[config.mk]
export PLATFORM = sky130hd
export DESIGN_NAME = key_checker_seq_flat
export DESIGN_NICKNAME = d
export VERILOG_FILES = /design/src/rtl/key_checker_pkg.sv /design/src/rtl/key_checker_seq_if.sv /design/src/rtl/key_checker_seq_lockout_timer.sv /design/src/rtl/key_checker_seq.sv /design/src/flat_wrapper.sv
export SDC_FILE = /design/constraint.sdc
export NUM_CORES = 1
export LEC_CHECK = 0
export BUFFER_PORTS_ARGS = -buffer_cell sky130_fd_sc_hd__buf_2
export CAP_MARGIN = 20
export CORE_ASPECT_RATIO = 1.4
export CORE_MARGIN = 8
export CORE_UTILIZATION = 45
export DETAILED_ROUTE_END_ITERATION = 12
export GPL_ROUTABILITY_DRIVEN = 1
export PLACE_DENSITY_LB_ADDON = 0.25
export SLEW_MARGIN = 20
export SYNTH_ARGS = -nofsm -noshare
export SYNTH_HDL_FRONTEND = slang
export SYNTH_SLANG_ARGS = --single-unit
[constraint.sdc]
create_clock -name clk -period 7 [get_ports clk]
set_clock_uncertainty 0.2 [all_clocks]
set_input_delay 0 -clock clk [delete_from_list [all_inputs] [get_ports clk]]
set_output_delay 0 -clock clk [all_outputs]
set_load 0.005 [all_outputs]
[src/rtl/key_checker_pkg.sv]
// Shared types and sizing helpers for the sequential key checker.
// State encoding, default geometry and the counter-width helper live here
// so the top, the interface and the lockout timer all agree on them.
package key_checker_pkg;

  typedef enum logic [1:0] {
    RECEIVE = 2'd0,
    COMPARE = 2'd1,
    RESULT  = 2'd2,
    LOCKOUT = 2'd3
  } state_t;

  localparam int DEF_NUM_SYMS       = 4;
  localparam int DEF_SYM_W          = 2;
  localparam int DEF_CYCLES_PER_SYM = 1;

  // Bits needed to hold values 0..max_val, never less than one bit.
  function automatic int cnt_w(input int max_val);
    if (max_val < 1) return 1;
    return $clog2(max_val + 1);
  endfunction

endpackage

[src/rtl/key_checker_seq_if.sv]
// Symbol / key / result bundle between the button receiver side and the
// key checker. Handshake: sym_valid and ack are single-cycle strobes with no
// ready; a symbol is taken on the rising edge where sym_valid is high and the
// checker is collecting, and is silently dropped in any other state.
interface key_checker_seq_if
  import key_checker_pkg::*;
#(
  parameter int NUM_SYMS  = DEF_NUM_SYMS,
  parameter int SYM_W     = DEF_SYM_W,
  parameter int MAX_FAILS = 3
);
  localparam int SC_W = cnt_w(NUM_SYMS);
  localparam int FC_W = cnt_w(MAX_FAILS);

  logic                      sym_valid;
  logic [SYM_W-1:0]          sym;
  logic [NUM_SYMS*SYM_W-1:0] key;
  logic                      ack;
  logic                      success;
  logic                      fail;
  logic                      busy;
  logic                      locked;
  logic [SC_W-1:0]           sym_count;
  logic [FC_W-1:0]           fail_count;

  modport master (
    output sym_valid, sym, key, ack,
    input  success, fail, busy, locked, sym_count, fail_count
  );

  modport slave (
    input  sym_valid, sym, key, ack,
    output success, fail, busy, locked, sym_count, fail_count
  );
endinterface

[src/rtl/key_checker_seq_lockout_timer.sv]
// Lockout down-counter. A start strobe loads LOCKOUT_CYCLES; active stays
// high while the count is non-zero and done marks the final active cycle.
module lockout_timer
  import key_checker_pkg::*;
#(
  parameter int LOCKOUT_CYCLES = 50_000_000
) (
  input  logic clk,
  input  logic rst,
  input  logic start,
  output logic active,
  output logic done
);
  localparam int CW = cnt_w(LOCKOUT_CYCLES);

  logic [CW-1:0] cnt_q, cnt_d;

  // Load on start, otherwise count down to zero and stop.
  always_comb begin
    cnt_d = cnt_q;
    if (start) begin
      cnt_d = CW'(LOCKOUT_CYCLES);
    end else if (cnt_q != '0) begin
      cnt_d = cnt_q - CW'(1);
    end
  end

  // Counter register, cleared by asynchronous active-low reset.
  always_ff @(posedge clk or negedge rst) begin
    if (!rst) cnt_q <= '0;
    else      cnt_q <= cnt_d;
  end

  assign active = (cnt_q != '0);
  assign done   = (cnt_q == CW'(1));

endmodule

[src/rtl/key_checker_seq.sv]
// Sequential key checker: collects NUM_SYMS symbols, compares them against a
// key snapshot one symbol every CYCLES_PER_SYM clocks, holds success/fail
// until ack, and locks out after MAX_FAILS consecutive failures.
// Build option: KEY_CHECKER_CONST_TIME_EN selects constant-time comparison
// (all symbols always walked, sticky mismatch flag); when undefined the
// comparison exits at the first mismatching symbol.
module key_checker_seq
  import key_checker_pkg::*;
#(
  parameter int NUM_SYMS       = DEF_NUM_SYMS,
  parameter int SYM_W          = DEF_SYM_W,
  parameter int CYCLES_PER_SYM = DEF_CYCLES_PER_SYM,
  parameter int MAX_FAILS      = 3,
  parameter int LOCKOUT_CYCLES = 50_000_000
) (
  input  logic              clk,
  input  logic              rst,
  key_checker_seq_if.slave  bus,
  output state_t            dbg_state
);
  localparam int KEY_W = NUM_SYMS * SYM_W;
  localparam int SC_W  = cnt_w(NUM_SYMS);
  localparam int FC_W  = cnt_w(MAX_FAILS);
  localparam int IDX_W = cnt_w(NUM_SYMS - 1);
  localparam int SUB_W = cnt_w(CYCLES_PER_SYM - 1);

  state_t            state_q, state_d;
  logic [KEY_W-1:0]  buf_q, buf_d;
  logic [KEY_W-1:0]  key_q, key_d;
  logic [SC_W-1:0]   sym_count_q, sym_count_d;
  logic [IDX_W-1:0]  idx_q, idx_d;
  logic [SUB_W-1:0]  sub_q, sub_d;
  logic              success_q, success_d;
  logic              fail_q, fail_d;
  logic [FC_W-1:0]   fail_count_q, fail_count_d;
`ifdef KEY_CHECKER_CONST_TIME_EN
  logic              mism_q, mism_d;
`endif

  logic [SYM_W-1:0]  cur_buf, cur_key;
  logic              cur_mism, sym_done, last_sym, last_rx;
  logic              finish, attempt_bad, lock_due;
  logic              lk_start, lk_active, lk_done;

  lockout_timer #(
    .LOCKOUT_CYCLES(LOCKOUT_CYCLES)
  ) u_lockout_timer (
    .clk   (clk),
    .rst   (rst),
    .start (lk_start),
    .active(lk_active),
    .done  (lk_done)
  );

  // Comparator: select the symbol under test and decide when the attempt ends.
  always_comb begin
    cur_buf = '0;
    cur_key = '0;
    for (int i = 0; i < NUM_SYMS; i++) begin
      if (idx_q == IDX_W'(i)) begin
        cur_buf = buf_q[i*SYM_W +: SYM_W];
        cur_key = key_q[i*SYM_W +: SYM_W];
      end
    end
    cur_mism = (cur_buf != cur_key);
    sym_done = (sub_q == SUB_W'(CYCLES_PER_SYM - 1));
    last_sym = (idx_q == IDX_W'(NUM_SYMS - 1));
    last_rx  = bus.sym_valid && (sym_count_q == SC_W'(NUM_SYMS - 1));
    lock_due = (MAX_FAILS != 0) && (fail_count_q == FC_W'(MAX_FAILS));
`ifdef KEY_CHECKER_CONST_TIME_EN
    attempt_bad = mism_q | cur_mism;
    finish      = sym_done && last_sym;
`else
    attempt_bad = cur_mism;
    finish      = sym_done && (cur_mism || last_sym);
`endif
  end

  // FSM next-state logic.
  always_comb begin
    state_d = state_q;
    case (state_q)
      RECEIVE: if (last_rx)              state_d = COMPARE;
      COMPARE: if (finish)               state_d = RESULT;
      RESULT:  if (bus.ack)              state_d = lock_due ? LOCKOUT : RECEIVE;
      LOCKOUT: if (lk_done || !lk_active) state_d = RECEIVE;
      default:                           state_d = RECEIVE;
    endcase
  end

  // FSM outputs and datapath updates (buffer, counters, result flags).
  always_comb begin
    buf_d        = buf_q;
    key_d        = key_q;
    sym_count_d  = sym_count_q;
    idx_d        = idx_q;
    sub_d        = sub_q;
    success_d    = success_q;
    fail_d       = fail_q;
    fail_count_d = fail_count_q;
    lk_start     = 1'b0;
`ifdef KEY_CHECKER_CONST_TIME_EN
    mism_d       = mism_q;
`endif
    case (state_q)
      RECEIVE: begin
        if (bus.sym_valid) begin
          for (int i = 0; i < NUM_SYMS; i++) begin
            if (sym_count_q == SC_W'(i)) buf_d[i*SYM_W +: SYM_W] = bus.sym;
          end
          sym_count_d = sym_count_q + SC_W'(1);
        end
        if (last_rx) begin
          // Key is frozen here so later switch changes cannot affect this attempt.
          key_d = bus.key;
          idx_d = '0;
          sub_d = '0;
`ifdef KEY_CHECKER_CONST_TIME_EN
          mism_d = 1'b0;
`endif
        end
      end
      COMPARE: begin
        if (finish) begin
          success_d = !attempt_bad;
          fail_d    = attempt_bad;
          if (attempt_bad) begin
            if (fail_count_q != FC_W'(MAX_FAILS)) fail_count_d = fail_count_q + FC_W'(1);
          end else begin
            fail_count_d = '0;
          end
        end else if (sym_done) begin
          sub_d = '0;
          idx_d = idx_q + IDX_W'(1);
`ifdef KEY_CHECKER_CONST_TIME_EN
          mism_d = attempt_bad;
`endif
        end else begin
          sub_d = sub_q + SUB_W'(1);
        end
      end
      RESULT: begin
        if (bus.ack) begin
          success_d   = 1'b0;
          fail_d      = 1'b0;
          sym_count_d = '0;
          lk_start    = lock_due;
        end
      end
      LOCKOUT: begin
        if (lk_done || !lk_active) fail_count_d = '0;
      end
      default: ;
    endcase
  end

  // State and datapath registers, all cleared by asynchronous active-low reset.
  always_ff @(posedge clk or negedge rst) begin
    if (!rst) begin
      state_q      <= RECEIVE;
      buf_q        <= '0;
      key_q        <= '0;
      sym_count_q  <= '0;
      idx_q        <= '0;
      sub_q        <= '0;
      success_q    <= 1'b0;
      fail_q       <= 1'b0;
      fail_count_q <= '0;
`ifdef KEY_CHECKER_CONST_TIME_EN
      mism_q       <= 1'b0;
`endif
    end else begin
      state_q      <= state_d;
      buf_q        <= buf_d;
      key_q        <= key_d;
      sym_count_q  <= sym_count_d;
      idx_q        <= idx_d;
      sub_q        <= sub_d;
      success_q    <= success_d;
      fail_q       <= fail_d;
      fail_count_q <= fail_count_d;
`ifdef KEY_CHECKER_CONST_TIME_EN
      mism_q       <= mism_d;
`endif
    end
  end

  assign bus.success    = success_q;
  assign bus.fail       = fail_q;
  assign bus.busy       = (state_q == COMPARE);
  assign bus.locked     = (state_q == LOCKOUT);
  assign bus.sym_count  = sym_count_q;
  assign bus.fail_count = fail_count_q;
  assign dbg_state      = state_q;

endmodule

[src/flat_wrapper.sv]
// flat-port wrapper written by rule: the top's interface ports become plain ports
module key_checker_seq_flat import key_checker_pkg::*;
#(
  parameter int NUM_SYMS       = DEF_NUM_SYMS,
  parameter int SYM_W          = DEF_SYM_W,
  parameter int CYCLES_PER_SYM = DEF_CYCLES_PER_SYM,
  parameter int MAX_FAILS      = 3,
  parameter int LOCKOUT_CYCLES = 50_000_000
)
  (clk, rst, dbg_state, bus_sym_valid, bus_sym, bus_key, bus_ack, bus_success, bus_fail, bus_busy, bus_locked, bus_sym_count, bus_fail_count);
  key_checker_seq_if #(.NUM_SYMS(NUM_SYMS), .SYM_W(SYM_W), .MAX_FAILS(MAX_FAILS)) bus_i ();
  input  logic clk;
  input  logic rst;
  output state_t dbg_state;
  input wire logic [$bits(bus_i.sym_valid)-1:0] bus_sym_valid;
  input wire logic [$bits(bus_i.sym)-1:0] bus_sym;
  input wire logic [$bits(bus_i.key)-1:0] bus_key;
  input wire logic [$bits(bus_i.ack)-1:0] bus_ack;
  output wire logic [$bits(bus_i.success)-1:0] bus_success;
  output wire logic [$bits(bus_i.fail)-1:0] bus_fail;
  output wire logic [$bits(bus_i.busy)-1:0] bus_busy;
  output wire logic [$bits(bus_i.locked)-1:0] bus_locked;
  output wire logic [$bits(bus_i.sym_count)-1:0] bus_sym_count;
  output wire logic [$bits(bus_i.fail_count)-1:0] bus_fail_count;
  assign bus_i.sym_valid = bus_sym_valid;
  assign bus_i.sym = bus_sym;
  assign bus_i.key = bus_key;
  assign bus_i.ack = bus_ack;
  assign bus_success = bus_i.success;
  assign bus_fail = bus_i.fail;
  assign bus_busy = bus_i.busy;
  assign bus_locked = bus_i.locked;
  assign bus_sym_count = bus_i.sym_count;
  assign bus_fail_count = bus_i.fail_count;
  key_checker_seq #(.NUM_SYMS(NUM_SYMS), .SYM_W(SYM_W), .CYCLES_PER_SYM(CYCLES_PER_SYM), .MAX_FAILS(MAX_FAILS), .LOCKOUT_CYCLES(LOCKOUT_CYCLES)) u_core (.clk(clk), .rst(rst), .bus(bus_i), .dbg_state(dbg_state));
endmodule
==> metrics, run 1 <==
Post-synth ARST share=1.00; post-synth top area cell=dfrtp_1; VDD IR max=0.103 mV; total grt overflow=0; cts repair resizes=0; unrepaired setup endpoints after global routing=no; Placed Area=3120 um^2; commonest cells in the synthesized netlist=dfrtp_1, nor2_1, nand2_1, inv_1, mux2_2; Max Cap Viol=0; antenna fix cells=0; PwrDens=152 nW/um^2; initial antenna violation count=0; Post-Syn Instances=between 200 and 300; Pleak=~1.4 nW; post-route minimum period=about 2500 ps; largest net degree at the start of global routing=54; fin crit share=0.362; Overall Global Routing Usage=0.139; Die ar.=9410 um^2; post-DP HPWL=~4.4 mm; CTS tree=yes; Worst Hold Class=input port to async pin; Worst Path Class, Setup=flop to flop; fraction of layout cells with a size suffix above 1=0.197; status=finished clean; port bufs=24; Worst-Skew Late Latency=310 ps; CP required=6970 ps; post-synthesis sequential area ratio=0.451; syn_nets=313; H-tree lvl count=2; Setup crit end kind=flop; critical path cell sequence=inv_1, ha_1, or3b_2, nor3_4, and3_1, or4_1, nand3_1; Residual DRC=0; global-route wire length before repair=11.0 mm; Yosys top cell area share=0.451; DRT iter0 DRCs=100; Initial Util=0.457; Area contributors post-synth=dfrtp_1, mux2_2, ha_1, xor2_1, nor2_1; Routed WL=6.29 mm; Rows=35; EDFF count, synth=0; Ys Warns=0; antenna-violating nets left=0; Finish-stage setup viols=0; Unique masters post-synth=54; die width=~84 um; clock root buffer=clkbuf_8; vias per inst=5.79; Max Clock Freq=394 MHz; P&R area growth vs syn=13.6%; final hold violation count=0; Top Ports=25; TritonCTS Buffers=5; Post-CTS Setup Bufs=0; Die Y=around 110 um; setup TNS=0 ps; Yosys reg bits=53; first-pass detailed-route iteration total=4; CTS Buffer Depth=2; wire length per cell=between 15 and 20 um; Worst EP arrival=2500 ps; crit-path max cell delay=530 ps; Clock Sink Count=53; maximum fanout along the worst path=9; final design area excluding fillers=3340 um^2; RePlAce Congestion=0.816; Cell Area, Synth=between 2000 and 3000 um^2; core area=6440 um^2; Post-synth top flop=dfrtp_1; Critical Path Start Type=flop; top-count cell post-synth=dfrtp_1; Via Count=2311; synthesized area per cell=10.2 um^2; # nets final=350; vias in the first global route=2302; Slew Limit Fails=0; clk slew on worst S/H paths=100 ps; Rel. slew slack=0.333; highest-delay cell along the critical path=or3b_2; Worst Max-Slew Pin Slew=993 ps
kinds of logic after synthesis:
family                   count (synthesis)  synth area share
AND/OR/NAND/NOR                         97             0.188
AO/OA/AOI/OAI                           58             0.134
flip-flops                              53             0.451
buffers and inverters                   28            0.0447
multiplexers                            20            0.0749
XOR/XNOR                                19            0.0566
adder cells (fa/ha/maj)                 12            0.0511
through the flow:
stage                     power, W  setup WS [ps]  hold slack, ps  utilization  cells
after CTS                 0.000516           4450             160        0.519    399
after floorplan           0.000312           4750            -496            -    287
after global routing      0.000527           4300             197        0.519    399
after global placement    0.000324           4490           -27.9        0.484    378
final                     0.000507           4460             126        0.519    399
after detailed placement  0.000324           4450           -22.7        0.484    378
layer usage:
metal | track usage | vias to the layer above | part of all wire
met5 | 0 | - | 0
met4 | 0.0578 | 0 | 0.019
met3 | 0.0248 | 12 | 0.034
met2 | 0.235 | 40 | 0.51
met1 | 0.169 | 1139 | 0.43
li1 | - | 1120 | -
worst paths after layout:
check                                            startpoint                                to  slack [ps]  cells past startpoint
max reg2reg                 u_core.u_lockout_timer.cnt_q[0]  u_core.u_lockout_timer.cnt_q[25]        4460                      7
max                         u_core.u_lockout_timer.cnt_q[0]  u_core.u_lockout_timer.cnt_q[25]        4460                      7
max in group asynchronous                               rst   u_core.u_lockout_timer.cnt_q[3]        6000                      3
min reg2reg                u_core.u_lockout_timer.cnt_q[14]  u_core.u_lockout_timer.cnt_q[14]         330                      2
min in group clk                                 bus_key[0]                   u_core.key_q[0]         240                      3
min                                                     rst           u_core.bus.sym_count[1]         130                      3
report_power, final:
group	total (W)	internal (W)	switching [W]
Combinational	0.0000168	0.00000780	0.00000897
Sequential	0.000306	0.000306	0
Clock	0.000184	0.0000730	0.000111
Total	0.000507	0.000387	0.000120
cells in the final DEF, fill, tap and decap left out, types with 4 or more instances in the layout:
cell           instances
a21oi_1                9
a31oi_1                6
buf_2                 24
buf_4                  4
clkbuf_8               5
dfrtp_1               53
dlygate4sd3_1         13
ha_1                  12
inv_1                 17
mux2_2                16
mux2i_1                4
nand2_1               19
nand3_1                7
nand4_1                7
nor2_1                21
nor3_1                 8
o21ai_0               10
o31ai_1                5
or3_1                  5
or4_1                  7
xnor2_1                9
xor2_1                10
cell type report:
cell class,count,area [um^2]
fillers,592,3100
well taps,74,92.6
inverters,17,63.8
flip-flops and latches,53,1330
clock inverters,3,26.3
repair buffers,41,280
multi-input cells,206,1480
clock buffers,5,68.8
worst max-delay path, delay by kind of cell, from the launching register on:
| kind | cells | cell delay, ps |
|---|---|---|
| DFF | 1 | 420 |
| adders and majority gates | 1 | 210 |
| buffers and inverters | 1 | 100 |
| and+or+nand+nor | 5 | 1480 |
repair_timing:
action,4_1_cts,5_1_grt
hold buffers,13,0
endpoints found under the hold margin,76,0
setup endpoints to repair,0,0
flip-flops by register name (all words and copies together) (netlist names):
register                      flops
u_core.bus.success                1
u_core.u_lockout_timer.cnt_q     26
u_core.bus.fail_count             2
u_core.dbg_state                  2
u_core.bus.sym_count              3
u_core.key_q                      8
u_core.bus.fail                   1
u_core.buf_q                      8
u_core.idx_q                      2
(Power assumes the default switching activity.)
==> run 2: changes to the inputs <==
==> constraint.sdc (replaced) <==
create_clock -name clk -period 2.6 [get_ports clk]
set_clock_uncertainty 0.2 [all_clocks]
set_input_delay 0 -clock clk [delete_from_list [all_inputs] [get_ports clk]]
set_output_delay 0 -clock clk [all_outputs]
set_load 0.005 [all_outputs]
==> run 2 against run 1 <==
- the run now ends with hold timing left
- clock power grew to 2.7 times the previous value
- flip-flop and latch count stayed put
- sequential power grew to 2.7 times the previous value
- core utilization is 0.80 points higher
- register-to-register slack worse by 4300 ps
- power grew to 2.7 times the previous value
- count of clock-buffer cells in the layout stayed put
- worst hold slack worse by 140 ps
==> metrics, run 2 (synthesized netlist as in run 1, its figures left out) <==
status=finished, violations left; failing checks=hold timing; P&R area growth vs syn=15.4%; highest-delay cell along the critical path=or3b_2; maximum fanout along the worst path=11; final design area excluding fillers=3390 um^2; critical path cell sequence=inv_1, ha_1, or3b_2, nor3_4, buf_4, nand3_2, and4_1, o21ai_1; VDD IR max=roughly 0.27 mV; port bufs=24; total grt overflow=0; Die ar.=9410 um^2; Worst Path Class, Setup=flop to flop; Critical Path Start Type=flop; final hold violation count=5; Top Ports=25; first-pass detailed-route iteration total=4; Worst EP arrival=2480 ps; antenna-violating nets left=0; vias in the first global route=2506; GR Util met2=0.257; wire length per cell=15.9 um; Rows=35; TritonCTS Buffers=5; CP required=2640 ps; initial antenna violation count=0; global-route wire length before repair=11.4 mm; most common cell after layout, fill and taps aside=dfrtp_1; Worst Hold Class=input port to async pin; largest net degree at the start of global routing=32; clk slew on worst S/H paths=110 ps; Max Clock Freq=between 400 and 500 MHz; Overall Global Routing Usage=0.145; Finish-stage setup viols=0; post-DP HPWL=4.66 mm; Setup crit end kind=flop; commonest non-fill, non-tap cells in the layout=dfrtp_1, buf_2, nor2_1, nand2_1, inv_1; Via Count=2334; met3 Track Usage GR=0.0299; PwrDens=403 nW/um^2; fraction of layout cells with a size suffix above 1=0.214; reg2reg start=u_core.u_lockout_timer.cnt_q[0]; largest reg by FF count=u_core.u_lockout_timer.cnt_q; GR Util met1=0.158; Max Cap Viol=0; clock root buffer=clkbuf_8; unrepaired setup endpoints after global routing=no; RePlAce Congestion=approximately 0.84; Post-CTS Setup Bufs=0; Register Area=roughly 1300 um^2; crit path buf inv count=2; H-tree lvl count=2; die width=~84 um; CP delay by family, top=simple AND/OR/NAND/NOR gates; Slew Limit Fails=0; cts repair resizes=0; Fill cells=~580; Placed Area=between 3000 and 4000 um^2; Residual DRC=0; antenna fix cells=0; post-route minimum period=2440 ps; Worst R2R Setup Slack=between 150 and 200 ps; CTS Buffer Depth=2; Worst-Skew Late Latency=320 ps; max reg flops=26; R2R cell count=8; Worst Max-Slew Pin Slew=480 ps; Rel. slew slack=0.676; Initial Util=0.457; Routed WL=6.47 mm; Clock Sink Count=between 50 and 60; CTS tree=yes; DRT iter0 DRCs=between 100 and 150; Pleak=between 1 and 1.5 nW; fin crit share=0.937; reg2reg end=u_core.u_lockout_timer.cnt_q[7]; core area=between 6000 and 7000 um^2; Top Usage Layer GRT=met2; # nets final=between 300 and 400; crit-path max cell delay=between 500 and 600 ps; setup TNS=0 ps; smallest hold slack=-9.78 ps; footprint of the multi-input gates=1480 um^2; biggest regs=u_core.u_lockout_timer.cnt_q x26, u_core.buf_q x8, u_core.key_q x8; Die Y=112 um; vias per inst=5.75
## run 2: how the worst max path moves through the flow
stage | cells after the start | endpoint | slack [ps] | start
finish | 8 | u_core.u_lockout_timer.cnt_q[7] | 160 | u_core.u_lockout_timer.cnt_q[0]
global route | 8 | u_core.u_lockout_timer.cnt_q[7] | 20 | u_core.u_lockout_timer.cnt_q[0]
detailed placement | 8 | u_core.u_lockout_timer.cnt_q[7] | 200 | u_core.u_lockout_timer.cnt_q[0]
floorplan | 8 | u_core.u_lockout_timer.cnt_q[25] | 350 | u_core.u_lockout_timer.cnt_q[0]
global placement | 8 | u_core.u_lockout_timer.cnt_q[7] | 220 | u_core.u_lockout_timer.cnt_q[0]
CTS | 8 | u_core.u_lockout_timer.cnt_q[7] | 160 | u_core.u_lockout_timer.cnt_q[0]
## run 2: worst min-delay path, stage by stage
cell and delay, ps:
dlygate4sd3_1 520, buf_2 110, buf_4 290
## run 2: layer usage
layer,up-vias,part of all wire,routed length [um]
li1,1130,-,-
met1,1153,0.41,2660
met2,42,0.53,3460
met3,9,0.035,227
met4,0,0.020,127
met5,-,0,0
## run 2: stage by stage
| step | utilization | std cells | power, W | worst slack [ps] |
|---|---|---|---|---|
| floorplan | - | 287 | 0.000841 | 351 |
| global placement | 0.492 | 385 | 0.000873 | 215 |
| detailed placement | 0.492 | 385 | 0.000874 | 196 |
| CTS | 0.527 | 406 | 0.00139 | 163 |
| global route | 0.527 | 406 | 0.00142 | 24.8 |
| finish | 0.527 | 406 | 0.00137 | 165 |
## run 2: cell type report
| cell class | instances | share of cell area |
|---|---|---|
| timing repair buffer | 48 | 0.0981 |
| inverter | 17 | 0.0188 |
| tap | 74 | 0.0273 |
| clock buffer | 5 | 0.0203 |
| multi-input combinational | 206 | 0.437 |
| sequential | 53 | 0.391 |
| clock inverter | 3 | 0.00738 |
## run 2: power by group
part           internal [W]   total, W  leakage, nW  switching (W)
clock network      0.000195   0.000495       0.0447       0.000300
logic             0.0000221  0.0000468        0.773      0.0000248
registers          0.000824   0.000824        0.601              0
## run 2: repair_timing
item / in CTS / in global routing
endpoints found under the setup margin: 0 / 0
hold endpoints to repair: 76 / 0
hold buffers: 13 / 0
==> run 3: changes to the inputs <==
==> constraint.sdc (replaced) <==
create_clock -name clk -period 2.6 [get_ports clk]
set_clock_uncertainty 0.2 [all_clocks]
set_input_delay 0.52 -clock clk [delete_from_list [all_inputs] [get_ports clk]]
set_output_delay 0.52 -clock clk [all_outputs]
set_load 0.005 [all_outputs]
==> run 3 against run 2 <==
- sequential power about the same
- global-route usage down 0.70 points
- via count down 2.7%
- non-clock buffer count down 13
- count of clock-buffer cells in the layout unchanged
- setup slack better by 50 ps
- combinational power down 32%
- die area unchanged
- critical endpoint is now u_core.u_lockout_timer.cnt_q[10]
- final area down 3.4%
- flip-flop and latch count unchanged
- the flow now finishes without violations
- critical path depth down 2
==> metrics, run 3 (synthesized netlist as in run 1, its figures left out) <==
register share of total power=0.608; crit path buf inv count=1; RePlAce Congestion=just over 0.8; Worst Path Class, Setup=flop to flop; clock root buffer=clkbuf_8; Worst EP arrival=2420 ps; P&R area growth vs syn=11.4%; most common cell after layout, fill and taps aside=dfrtp_1; Non-Filler Instances=393; Finish-stage setup viols=0; DRT iter0 DRCs=approximately 70; NetSw=0.000324 W; Cell Int Power=just over 0.001 W; Worst Hold Class=input port to async pin; status=finished clean; maximum fanout along the worst path=5; Pleak=1.36 nW; clk slew on worst S/H paths=approximately 110 ps; Rows=35; Logic pwr share=0.023; Die Y=112 um; Die ar.=9410 um^2; CTS tree=yes; wire length per cell=roughly 16 um; Slew Limit Fails=0; CP required=2630 ps; first-pass detailed-route iteration total=4; critical path cell sequence=inv_1, ha_1, or3b_2, a31oi_1, or3b_1, a21oi_1; Post-CTS Setup Bufs=0; Initial Util=0.457; vias per inst=5.78; Rel. slew slack=0.542; Residual DRC=0; antenna fix cells=0; port bufs=24; Worst-Skew Late Latency=310 ps; fin crit share=0.918; # nets final=344; Routed WL=6.30 mm; antenna-violating nets left=0; initial antenna violation count=0; PwrDens=413 nW/um^2; crit-path max cell delay=530 ps; Overall Global Routing Usage=0.138; Worst Max-Slew Pin Slew=between 600 and 700 ps; setup TNS=0 ps; placed cells=about 390; TritonCTS Buffers=5; Switching Share=0.239; Max Clock Freq=419 MHz; post-route minimum period=2390 ps; Top Ports=25; CTS Buffer Depth=2; H-tree lvl count=2; vias in the first global route=2334; core area=roughly 6400 um^2; largest reg by FF count=u_core.u_lockout_timer.cnt_q; Finished Core Util=0.509; highest-delay cell along the critical path=or3b_2; VDD IR max=0.240 mV; biggest regs=u_core.u_lockout_timer.cnt_q x26, u_core.buf_q x8, u_core.key_q x8; Setup crit end kind=flop; Clock Sink Count=53; Via Count=2271; clock power share=0.368; Critical Path Start Type=flop; total grt overflow=0; unrepaired setup endpoints after global routing=no; global-route wire length before repair=around 11 mm; final hold violation count=0; CP delay by family, top=simple AND/OR/NAND/NOR gates; commonest non-fill, non-tap cells in the layout=dfrtp_1, buf_2, nor2_1, nand2_1, inv_1; max reg flops=26; largest net degree at the start of global routing=32; post-DP HPWL=4.61 mm; die width=84.3 um; fraction of layout cells with a size suffix above 1=0.226; Max Cap Viol=0
[run 3: cell count changes in the layout (fill, tap and decap cells not counted), sizes merged]
cell	before	now
clkinvlp	1	2
dlygate4sd3	13	0
clkinv	1	0
[run 3: area by class of cell]
type | count | area (um^2)
timing repair buffer | 35 | 203
multi-input combinational | 206 | 1500
clock buffer | 5 | 68.8
clock inverter | 3 | 26.3
fill | 612 | 3160
inverter | 17 | 63.8
tap | 74 | 92.6
sequential | 53 | 1330
[run 3: layer usage]
| metal | vias to the layer above | track usage | routed length, um |
|---|---|---|---|
| li1 | 1106 | - | - |
| met1 | 1122 | 0.153 | 2630 |
| met3 | 6 | 0.0314 | 230 |
| met4 | 0 | 0.0497 | 83 |
| met5 | - | 0 | 0 |
| met2 | 37 | 0.246 | 3350 |
[run 3: worst reg2reg max path, cell delays in order, from the launching register on]
cell     delay [ps]
dfrtp_1         430
inv_1           110
ha_1            230
or3b_2          530
a31oi_1         310
or3b_1          380
a21oi_1         150
[run 3: metrics by stage]
stage	setup WS (ps)	cell area (um^2)	hold WS [ps]	total power, W
finish	214	3280	22.9	0.00135
detailed placement	170	3170	308	0.000873
global route	19.7	3280	83.4	0.00141
global placement	228	3170	303	0.000873
CTS	149	3260	56.9	0.00137
floorplan	351	2940	24.4	0.000841
[run 3: path summary, 6_finish.rpt]
path	slack, ps	depth (start not counted)	start	endpoint
min in group clk	230	2	bus_key[4]	u_core.key_q[4]
setup / recovery	210	6	u_core.u_lockout_timer.cnt_q[0]	u_core.u_lockout_timer.cnt_q[10]
setup reg to reg	210	6	u_core.u_lockout_timer.cnt_q[0]	u_core.u_lockout_timer.cnt_q[10]
hold / removal	20	1	rst	u_core.bus.sym_count[0]
max in group asynchronous	1520	2	rst	u_core.u_lockout_timer.cnt_q[21]
hold reg to reg	330	2	u_core.u_lockout_timer.cnt_q[14]	u_core.u_lockout_timer.cnt_q[14]
[run 3: repair_timing]
action | 4_1_cts | 5_1_grt
hold buffers | 0 | 0
endpoints found under the setup margin | 0 | 6
resized for setup | 0 | 2
[run 3: power groups by stage]
stage / Sequential, W / Clock, W / Combinational, W
after floorplan: 0.000840 / 0 / 0.00000115
after global placement: 0.000840 / 0 / 0.0000327
after detailed placement: 0.000840 / 0 / 0.0000336
after CTS: 0.000824 / 0.000512 / 0.0000337
after global routing: 0.000824 / 0.000545 / 0.0000372
final: 0.000824 / 0.000498 / 0.0000316
